**config.mk**
```make
export PLATFORM = sky130hd
export DESIGN_NAME = elevator_scheduler
export DESIGN_NICKNAME = d
export VERILOG_FILES = /design/src/rtl/elevator_pkg.sv /design/src/rtl/elevator_door_timer.sv /design/src/rtl/elevator_scheduler.sv
export SDC_FILE = /design/constraint.sdc
export NUM_CORES = 1
export LEC_CHECK = 0
export BUFFER_PORTS_ARGS = -buffer_cell sky130_fd_sc_hd__buf_2
export CAP_MARGIN = 15
export CORE_UTILIZATION = 46
export CTS_BUF_LIST = sky130_fd_sc_hd__clkbuf_16
export DETAILED_ROUTE_END_ITERATION = 8
export GPL_TIMING_DRIVEN = 0
export PLACE_DENSITY = 0.68
export SLEW_MARGIN = 10
export SYNTH_ARGS = -nofsm -noshare
export SYNTH_HDL_FRONTEND = slang
export SYNTH_SLANG_ARGS = --single-unit
```
**constraint.sdc**
```tcl
create_clock -name clk -period 5.4 [get_ports clk]
set_input_delay 0.54 -clock clk [delete_from_list [all_inputs] [get_ports clk]]
set_output_delay 0.54 -clock clk [all_outputs]
set_load 0.02 [all_outputs]
```
**src/rtl/elevator_pkg.sv**
```systemverilog
// Shared types and constants for the three-floor elevator scheduler.
package elevator_pkg;

    typedef enum logic [1:0] {
        IDLE    = 2'd0,
        OPEN    = 2'd1,
        MOVE_UP = 2'd2,
        MOVE_DN = 2'd3
    } state_t;

    localparam logic [1:0] FLOOR_1    = 2'd1;
    localparam logic [1:0] FLOOR_2    = 2'd2;
    localparam logic [1:0] FLOOR_3    = 2'd3;
    localparam int         NUM_FLOORS = 3;

    // One-hot floor select; bit0 = floor 1. Unknown floor selects nothing.
    function automatic logic [NUM_FLOORS-1:0] floor_onehot(input logic [1:0] floor);
        case (floor)
            FLOOR_1: floor_onehot = 3'b001;
            FLOOR_2: floor_onehot = 3'b010;
            FLOOR_3: floor_onehot = 3'b100;
            default: floor_onehot = 3'b000;
        endcase
    endfunction

    function automatic logic [NUM_FLOORS-1:0] above_mask(input logic [1:0] floor);
        case (floor)
            FLOOR_1: above_mask = 3'b110;
            FLOOR_2: above_mask = 3'b100;
            default: above_mask = 3'b000;
        endcase
    endfunction

    function automatic logic [NUM_FLOORS-1:0] below_mask(input logic [1:0] floor);
        case (floor)
            FLOOR_2: below_mask = 3'b001;
            FLOOR_3: below_mask = 3'b011;
            default: below_mask = 3'b000;
        endcase
    endfunction

endpackage

```
**src/rtl/elevator_door_timer.sv**
```systemverilog
// Door dwell counter: loads DOOR_CYCLES-1, counts down while running, flags zero.
module elevator_door_timer #(
    parameter int DOOR_CYCLES = 4
) (
    input  logic clk,
    input  logic rst,
    input  logic load,
    input  logic hold,
    input  logic run,
    output logic expired
);
    localparam logic [7:0] RELOAD = 8'(DOOR_CYCLES - 1);

    logic [7:0] count_r;

    // Down-counter with load/hold taking priority over decrement.
    always_ff @(posedge clk) begin
        if (rst) begin
            count_r <= 8'd0;
        end else if (load || hold) begin
            count_r <= RELOAD;
        end else if (run && (count_r != 8'd0)) begin
            count_r <= count_r - 8'd1;
        end else begin
            count_r <= count_r;
        end
    end

    assign expired = (count_r == 8'd0);

endmodule

```
**src/rtl/elevator_scheduler.sv**
```systemverilog
// Three-floor collective elevator scheduler with latched hall/car lamps.
// Optional DOOR_HOLD_EN adds a door_hold input that keeps the doors open.
module elevator_scheduler
    import elevator_pkg::*;
#(
    parameter int DOOR_CYCLES = 4
) (
    input  logic       clk,
    input  logic       rst,
    input  logic [1:0] hall_up_req,
    input  logic [1:0] hall_dn_req,
    input  logic [2:0] car_req,
    input  logic [1:0] car_floor,
    input  logic       car_at_floor,
`ifdef DOOR_HOLD_EN
    input  logic       door_hold,
`endif
    output logic       move_up,
    output logic       move_dn,
    output logic       door_open,
    output logic       dir_up,
    output logic [1:0] hall_up_lamp,
    output logic [1:0] hall_dn_lamp,
    output logic [2:0] car_lamp
);
    state_t state_r, next_state_s;

    logic [NUM_FLOORS-1:0] fsel_s, up_f_s, dn_f_s, any_f_s, req_up_f_s, req_dn_f_s;
    logic [NUM_FLOORS-1:0] clr_car_s, clr_up_f_s, clr_dn_f_s, sup_car_s, sup_up_f_s, sup_dn_f_s;
    logic above_s, below_s, beyond_s, here_car_s, here_up_s, here_dn_s, here_s;
    logic enter_open_s, in_open_s, reload_s, hold_s, door_expired_s;
    logic move_up_s, move_dn_s, door_open_s, dir_up_s;
    logic [1:0] hall_up_lamp_s, hall_dn_lamp_s;
    logic [2:0] car_lamp_s;

    // Lamps and pulses re-expressed per floor (bit0 = floor 1).
    assign fsel_s     = floor_onehot(car_floor);
    assign up_f_s     = {1'b0, hall_up_lamp};
    assign dn_f_s     = {hall_dn_lamp, 1'b0};
    assign any_f_s    = car_lamp | up_f_s | dn_f_s;
    assign req_up_f_s = {1'b0, hall_up_req};
    assign req_dn_f_s = {hall_dn_req, 1'b0};

    assign above_s    = |(any_f_s & above_mask(car_floor));
    assign below_s    = |(any_f_s & below_mask(car_floor));
    assign beyond_s   = dir_up ? above_s : below_s;
    assign here_car_s = |(car_lamp & fsel_s);
    assign here_up_s  = |(up_f_s & fsel_s);
    assign here_dn_s  = |(dn_f_s & fsel_s);
    // Only count a floor call that opening here would actually clear, so an
    // opposite-direction hall call cannot pin the car at this floor.
    assign here_s     = here_car_s | (dir_up ? here_up_s : here_dn_s)
                      | ((dir_up ? here_dn_s : here_up_s) & ~beyond_s);

    assign in_open_s    = (state_r == OPEN);
    assign enter_open_s = (next_state_s == OPEN) && !in_open_s;
    assign sup_car_s    = fsel_s & {NUM_FLOORS{in_open_s}};
    assign sup_up_f_s   = fsel_s & {NUM_FLOORS{in_open_s && dir_up}};
    assign sup_dn_f_s   = fsel_s & {NUM_FLOORS{in_open_s && !dir_up}};
    assign reload_s     = (|(car_req & sup_car_s)) | (|(req_up_f_s & sup_up_f_s))
                        | (|(req_dn_f_s & sup_dn_f_s));
    assign clr_car_s    = fsel_s & {NUM_FLOORS{enter_open_s}};
    assign clr_up_f_s   = fsel_s & {NUM_FLOORS{enter_open_s && (dir_up || !beyond_s)}};
    assign clr_dn_f_s   = fsel_s & {NUM_FLOORS{enter_open_s && (!dir_up || !beyond_s)}};

`ifdef DOOR_HOLD_EN
    assign hold_s = door_hold && in_open_s;
`else
    assign hold_s = 1'b0;
`endif

    elevator_door_timer #(.DOOR_CYCLES(DOOR_CYCLES)) u_door_timer (
        .clk     (clk),
        .rst     (rst),
        .load    (enter_open_s || reload_s),
        .hold    (hold_s),
        .run     (in_open_s),
        .expired (door_expired_s)
    );

    // State register.
    always_ff @(posedge clk) begin
        if (rst) begin
            state_r <= IDLE;
        end else begin
            state_r <= next_state_s;
        end
    end

    // Dispatch, stop and door-close decisions.
    always_comb begin
        next_state_s = state_r;
        case (state_r)
            IDLE: begin
                if (car_floor == 2'd0)       next_state_s = IDLE;
                else if (here_s)             next_state_s = OPEN;
                else if (above_s && below_s) next_state_s = dir_up ? MOVE_UP : MOVE_DN;
                else if (above_s)            next_state_s = MOVE_UP;
                else if (below_s)            next_state_s = MOVE_DN;
                else                         next_state_s = IDLE;
            end
            MOVE_UP: begin
                if (car_at_floor && (car_floor != 2'd0) && ((car_floor == FLOOR_3)
                        || here_car_s || here_up_s || !above_s)) next_state_s = OPEN;
                else                                             next_state_s = MOVE_UP;
            end
            MOVE_DN: begin
                if (car_at_floor && (car_floor != 2'd0) && ((car_floor == FLOOR_1)
                        || here_car_s || here_dn_s || !below_s)) next_state_s = OPEN;
                else                                             next_state_s = MOVE_DN;
            end
            OPEN: begin
                if (reload_s)            next_state_s = OPEN;
                else if (door_expired_s) next_state_s = IDLE;
                else                     next_state_s = OPEN;
            end
            default: next_state_s = IDLE;
        endcase
    end

    // Moore output decode of the upcoming state, plus lamp and direction updates.
    always_comb begin
        move_up_s   = 1'b0;
        move_dn_s   = 1'b0;
        door_open_s = 1'b0;
        case (next_state_s)
            MOVE_UP: move_up_s   = 1'b1;
            MOVE_DN: move_dn_s   = 1'b1;
            OPEN:    door_open_s = 1'b1;
            default: door_open_s = 1'b0;
        endcase
        dir_up_s = dir_up;
        if ((next_state_s == MOVE_UP) && (state_r != MOVE_UP))      dir_up_s = 1'b1;
        else if ((next_state_s == MOVE_DN) && (state_r != MOVE_DN)) dir_up_s = 1'b0;
        else if (enter_open_s && !beyond_s)                         dir_up_s = ~dir_up;
        else                                                        dir_up_s = dir_up;
        car_lamp_s     = (car_lamp & ~clr_car_s) | (car_req & ~sup_car_s);
        hall_up_lamp_s = (hall_up_lamp & ~clr_up_f_s[1:0]) | (hall_up_req & ~sup_up_f_s[1:0]);
        hall_dn_lamp_s = (hall_dn_lamp & ~clr_dn_f_s[2:1]) | (hall_dn_req & ~sup_dn_f_s[2:1]);
    end

    // Output, direction and lamp registers.
    always_ff @(posedge clk) begin
        if (rst) begin
            move_up      <= 1'b0;
            move_dn      <= 1'b0;
            door_open    <= 1'b0;
            dir_up       <= 1'b1;
            car_lamp     <= 3'b000;
            hall_up_lamp <= 2'b00;
            hall_dn_lamp <= 2'b00;
        end else begin
            move_up      <= move_up_s;
            move_dn      <= move_dn_s;
            door_open    <= door_open_s;
            dir_up       <= dir_up_s;
            car_lamp     <= car_lamp_s;
            hall_up_lamp <= hall_up_lamp_s;
            hall_dn_lamp <= hall_dn_lamp_s;
        end
    end

endmodule
```
==> run_results.csv <==
group,metric,value,unit
outcome,status,"complete, no violations",
floorplan,die_width,56.5,um
worst_hold_path,worstHoldPathType,"flip-flop to flip-flop",
clocking,cts_sinks,21,
sta,final.setup.tns,0,ns
global_route,grt.overflow.total,0,
clocking,numCtsBuffers,3,
clocking,post_cts.resized_instances,0,
clocking,cts_hold_buf,0,
logic_synthesis,synth_area,0.00137,mm^2
global_route,grt_first_pass_wirelength,5460,um
sta,grt_setup_unrepaired,"false",
power_and_ir_drop,cellPowerDensity,509,mW/mm^2
layout,layout.nets,213,
critical_path,critical_path.startpoint_type,"input pin",
logic_synthesis,number_of_storage_elements_in_the_synthesis_netlist,21,
global_route,grt_max_degree,13,
critical_path,setup.worst_path.end_class,"flip-flop",
logic_synthesis,synth_seq_area_share,30.8,%
floorplan,area_inside_the_core_boundary,0.00278,mm^2
route,vias_per_inst,6.04,
floorplan,initial_core_utilization,49.1,%
critical_path,crit_path_max_fanout,9,
floorplan,placement_rows,19,
sta,pin_slew_with_the_least_headroom_to_its_limit,0.733,ns
layout,share_of_final_layout_standard_cells_stronger_than_drive_strength_1,17.3,%
route,routed_wl,3230,um
route,drt_first_iter_violations,47,
sta,max_freq,327,MHz
critical_path,number_of_cells_on_the_worst_reg_to_reg_path,8,
logic_synthesis,netlist.area_leader.share,30.8,%
global_route,antenna_violations_before_repair,0,
sta,fin_crit_share,56.6,%
logic_synthesis,postSynthNetCount,187,
layout,finish.instance_area,0.00159,mm^2
placed_design,dpl.hpwl,2460,um
clocking,clkTransAtPathRegs,0.06,ns
placed_design,placed_area,0.00151,mm^2
floorplan,pin_count,23,
critical_path,worst_path_largest_cell_delay,0.65,ns
layout,final_core_utilization,57.2,%
layout,stdcell_count,222,
power_and_ir_drop,cellLeakagePower,0.693,nW
layout,antenna_cells,0,
logic_synthesis,synth_cells,166,
layout,fill_cells,284,
critical_path,criticalPathCategory,"input pin to flip-flop",
sta,max_slew_violation_total_from_the_final_report,0,
sta,timing_hold_violations_final,0,
route,remaining_drc_errors,0,
route,detail-route-antenna-nets,0,
floorplan,die_height,56.5,um
clocking,cts.repair_timing.setup_buffer_count,0,
job,drv_cap,0,
clocking,cts_tree,"built",
logic_synthesis,synth-async-reset-ratio,0,%
critical_path,timing.critical_path.slowest_stage_cell,"sky130_fd_sc_hd__a222oi_1",
critical_path,crit_required,5.55,ns
route,drtPass1Iterations,4,
clocking,ctsLongestPathBuffers,2,
sta,finalSetupViolCount,0,
logic_synthesis,synth_flop_cell,"sky130_fd_sc_hd__dfxtp_1",
logic_synthesis,yosys_warnings,0,
sta,relSlewSlack,50.7,%
logic_synthesis,synth_area_per_cell,8.23,um^2
power_and_ir_drop,worst_vdd_drop,0.405,mV
route,num_vias,1341,
logic_synthesis,synth.lib_cells_used.distinct,47,
worst_hold_path,min_delay_path_depth,2,
clocking,cts-root-buf,"sky130_fd_sc_hd__clkbuf_16",
placed_design,placedCellCount,218,
sta,clock_skew,0.00404,ns
placed_design,portBuffers,21,
critical_path,worst_ep_arrival_time,3.21,ns
route,drt-wirelength-per-cell,14.6,um
layout,areaGrowthSynthToFinish,16.4,%
clocking,clkLatencyLatePin,0.25,ns
sta,period_minus_slack,3.05,ns
clocking,cts.htree.levels,1,
global_route,first_global_vias,1176,
floorplan,design.die.area,0.00319,mm^2
placed_design,finalWeightedCongestion,0.843,
global_route,combined_global_route_utilization_of_all_metal_layers,22.1,%
logic_synthesis,synth_enable_flop_cells,0,
logic_synthesis,synthMostInstantiatedCell,"sky130_fd_sc_hd__dfxtp_1",
logic_synthesis,netlist.top_cell.by_area,"sky130_fd_sc_hd__dfxtp_1",
critical_path,critical_path.cell_chain,"buf_2 > inv_1 > ha_1 > a222oi_1 > nand2_1 > o21a_1 > nor4_4 > nor3_2 > a311oi_1",
logic_synthesis,ys_top_cells_by_area,"sky130_fd_sc_hd__dfxtp_1 31%, sky130_fd_sc_hd__ha_1 8.2%, sky130_fd_sc_hd__nor2_1 5.2%, sky130_fd_sc_hd__nand2_1 4.1%, sky130_fd_sc_hd__inv_1 3.3%",
logic_synthesis,synthTopCellsByCount,"21 x sky130_fd_sc_hd__dfxtp_1, 19 x sky130_fd_sc_hd__nor2_1, 15 x sky130_fd_sc_hd__nand2_1",
power by group:
group | switching (mW) | leakage [nW] | internal, mW
clock | 0.0553 | 0.0409 | 0.0993
sequential | 0.0488 | 0.173 | 0.201
combinational | 0.245 | 0.479 | 0.161
flip-flops by register name (all words and copies together) (netlist names):
register / cells
state_r: 2
dir_up: 1
u_door_timer.count_r: 8
door_open: 1
move_dn: 1
car_lamp: 3
move_up: 1
hall_dn_lamp: 2
hall_up_lamp: 2
layout by cell type, fill, tap and decap left out, drive strengths merged, types with 5 or more instances in the layout:
| cell | Yosys | final |
|---|---|---|
| a21oi | 7 | 7 |
| buf | 0 | 21 |
| clkbuf | 4 | 7 |
| dfxtp | 21 | 21 |
| ha | 9 | 9 |
| inv | 12 | 12 |
| nand2 | 15 | 15 |
| nor2 | 19 | 19 |
| o21ai | 8 | 8 |
| o31a | 5 | 5 |
layout make-up:
cell class,instances,area (um^2),area share [%]
Buffer,4,15.0,0.944
Clock buffer,3,75.1,4.72
Clock inverter,1,5.00,0.315
Inverter,12,45.0,2.83
Multi-Input combinational cell,129,886,55.7
Sequential cell,21,420,26.4
Tap cell,31,38.8,2.44
Timing Repair Buffer,21,105,6.61
per-stage QoR:
stage	hold WS, ns	total power, mW	worst slack (ns)
2_1_floorplan	0.457	0.553	2.72
3_3_place_gp	0.474	0.644	2.15
3_5_place_dp	0.489	0.654	2.13
4_1_cts	0.501	0.809	2.37
5_1_grt	0.542	0.876	2.06
6_report	0.505	0.810	2.35
cells by family after synthesis:
family | Yosys count | share of synthesized area [%]
adder cells (fa/ha/maj) | 9 | 8.24
multiplexers | 1 | 0.824
buffers and inverters | 16 | 4.40
AND/OR/NAND/NOR | 60 | 23.4
XOR/XNOR | 6 | 3.85
flip-flops | 21 | 30.8
AO/OA/AOI/OAI | 53 | 28.6
worst max-delay path, delay by kind of cell:
kind | cells | cell delay [ns]
buffers and inverters | 2 | 0.21
adder cells (fa/ha/maj) | 1 | 0.31
AND/OR/NAND/NOR | 3 | 0.92
AO/OA/AOI/OAI | 3 | 1.22
path summary, 6_finish.rpt:
check                                            start                                   end  slack [ns]
setup / recovery                          car_floor[0]            hall_dn_lamp[1]$_SDFF_PP0_        2.35
hold / removal    u_door_timer.count_r[2]$_SDFFE_PP0P_  u_door_timer.count_r[2]$_SDFFE_PP0P_        0.51
setup reg to reg                   dir_up$_SDFFE_PP1P_  u_door_timer.count_r[4]$_SDFFE_PP0P_        2.71
hold reg to reg   u_door_timer.count_r[2]$_SDFFE_PP0P_  u_door_timer.count_r[2]$_SDFFE_PP0P_        0.51
routing by layer:
layer	GRT usage [%]	vias up	share of wire, %	wire length [um]
li1	-	661	-	-
met2	35.5	40	45	1470
met3	5.53	6	4.6	148
met1	29.7	634	49	1570
met5	0	-	0	0
met4	5.23	0	1.2	39
Note: power is estimated with default switching activity, not from simulation.
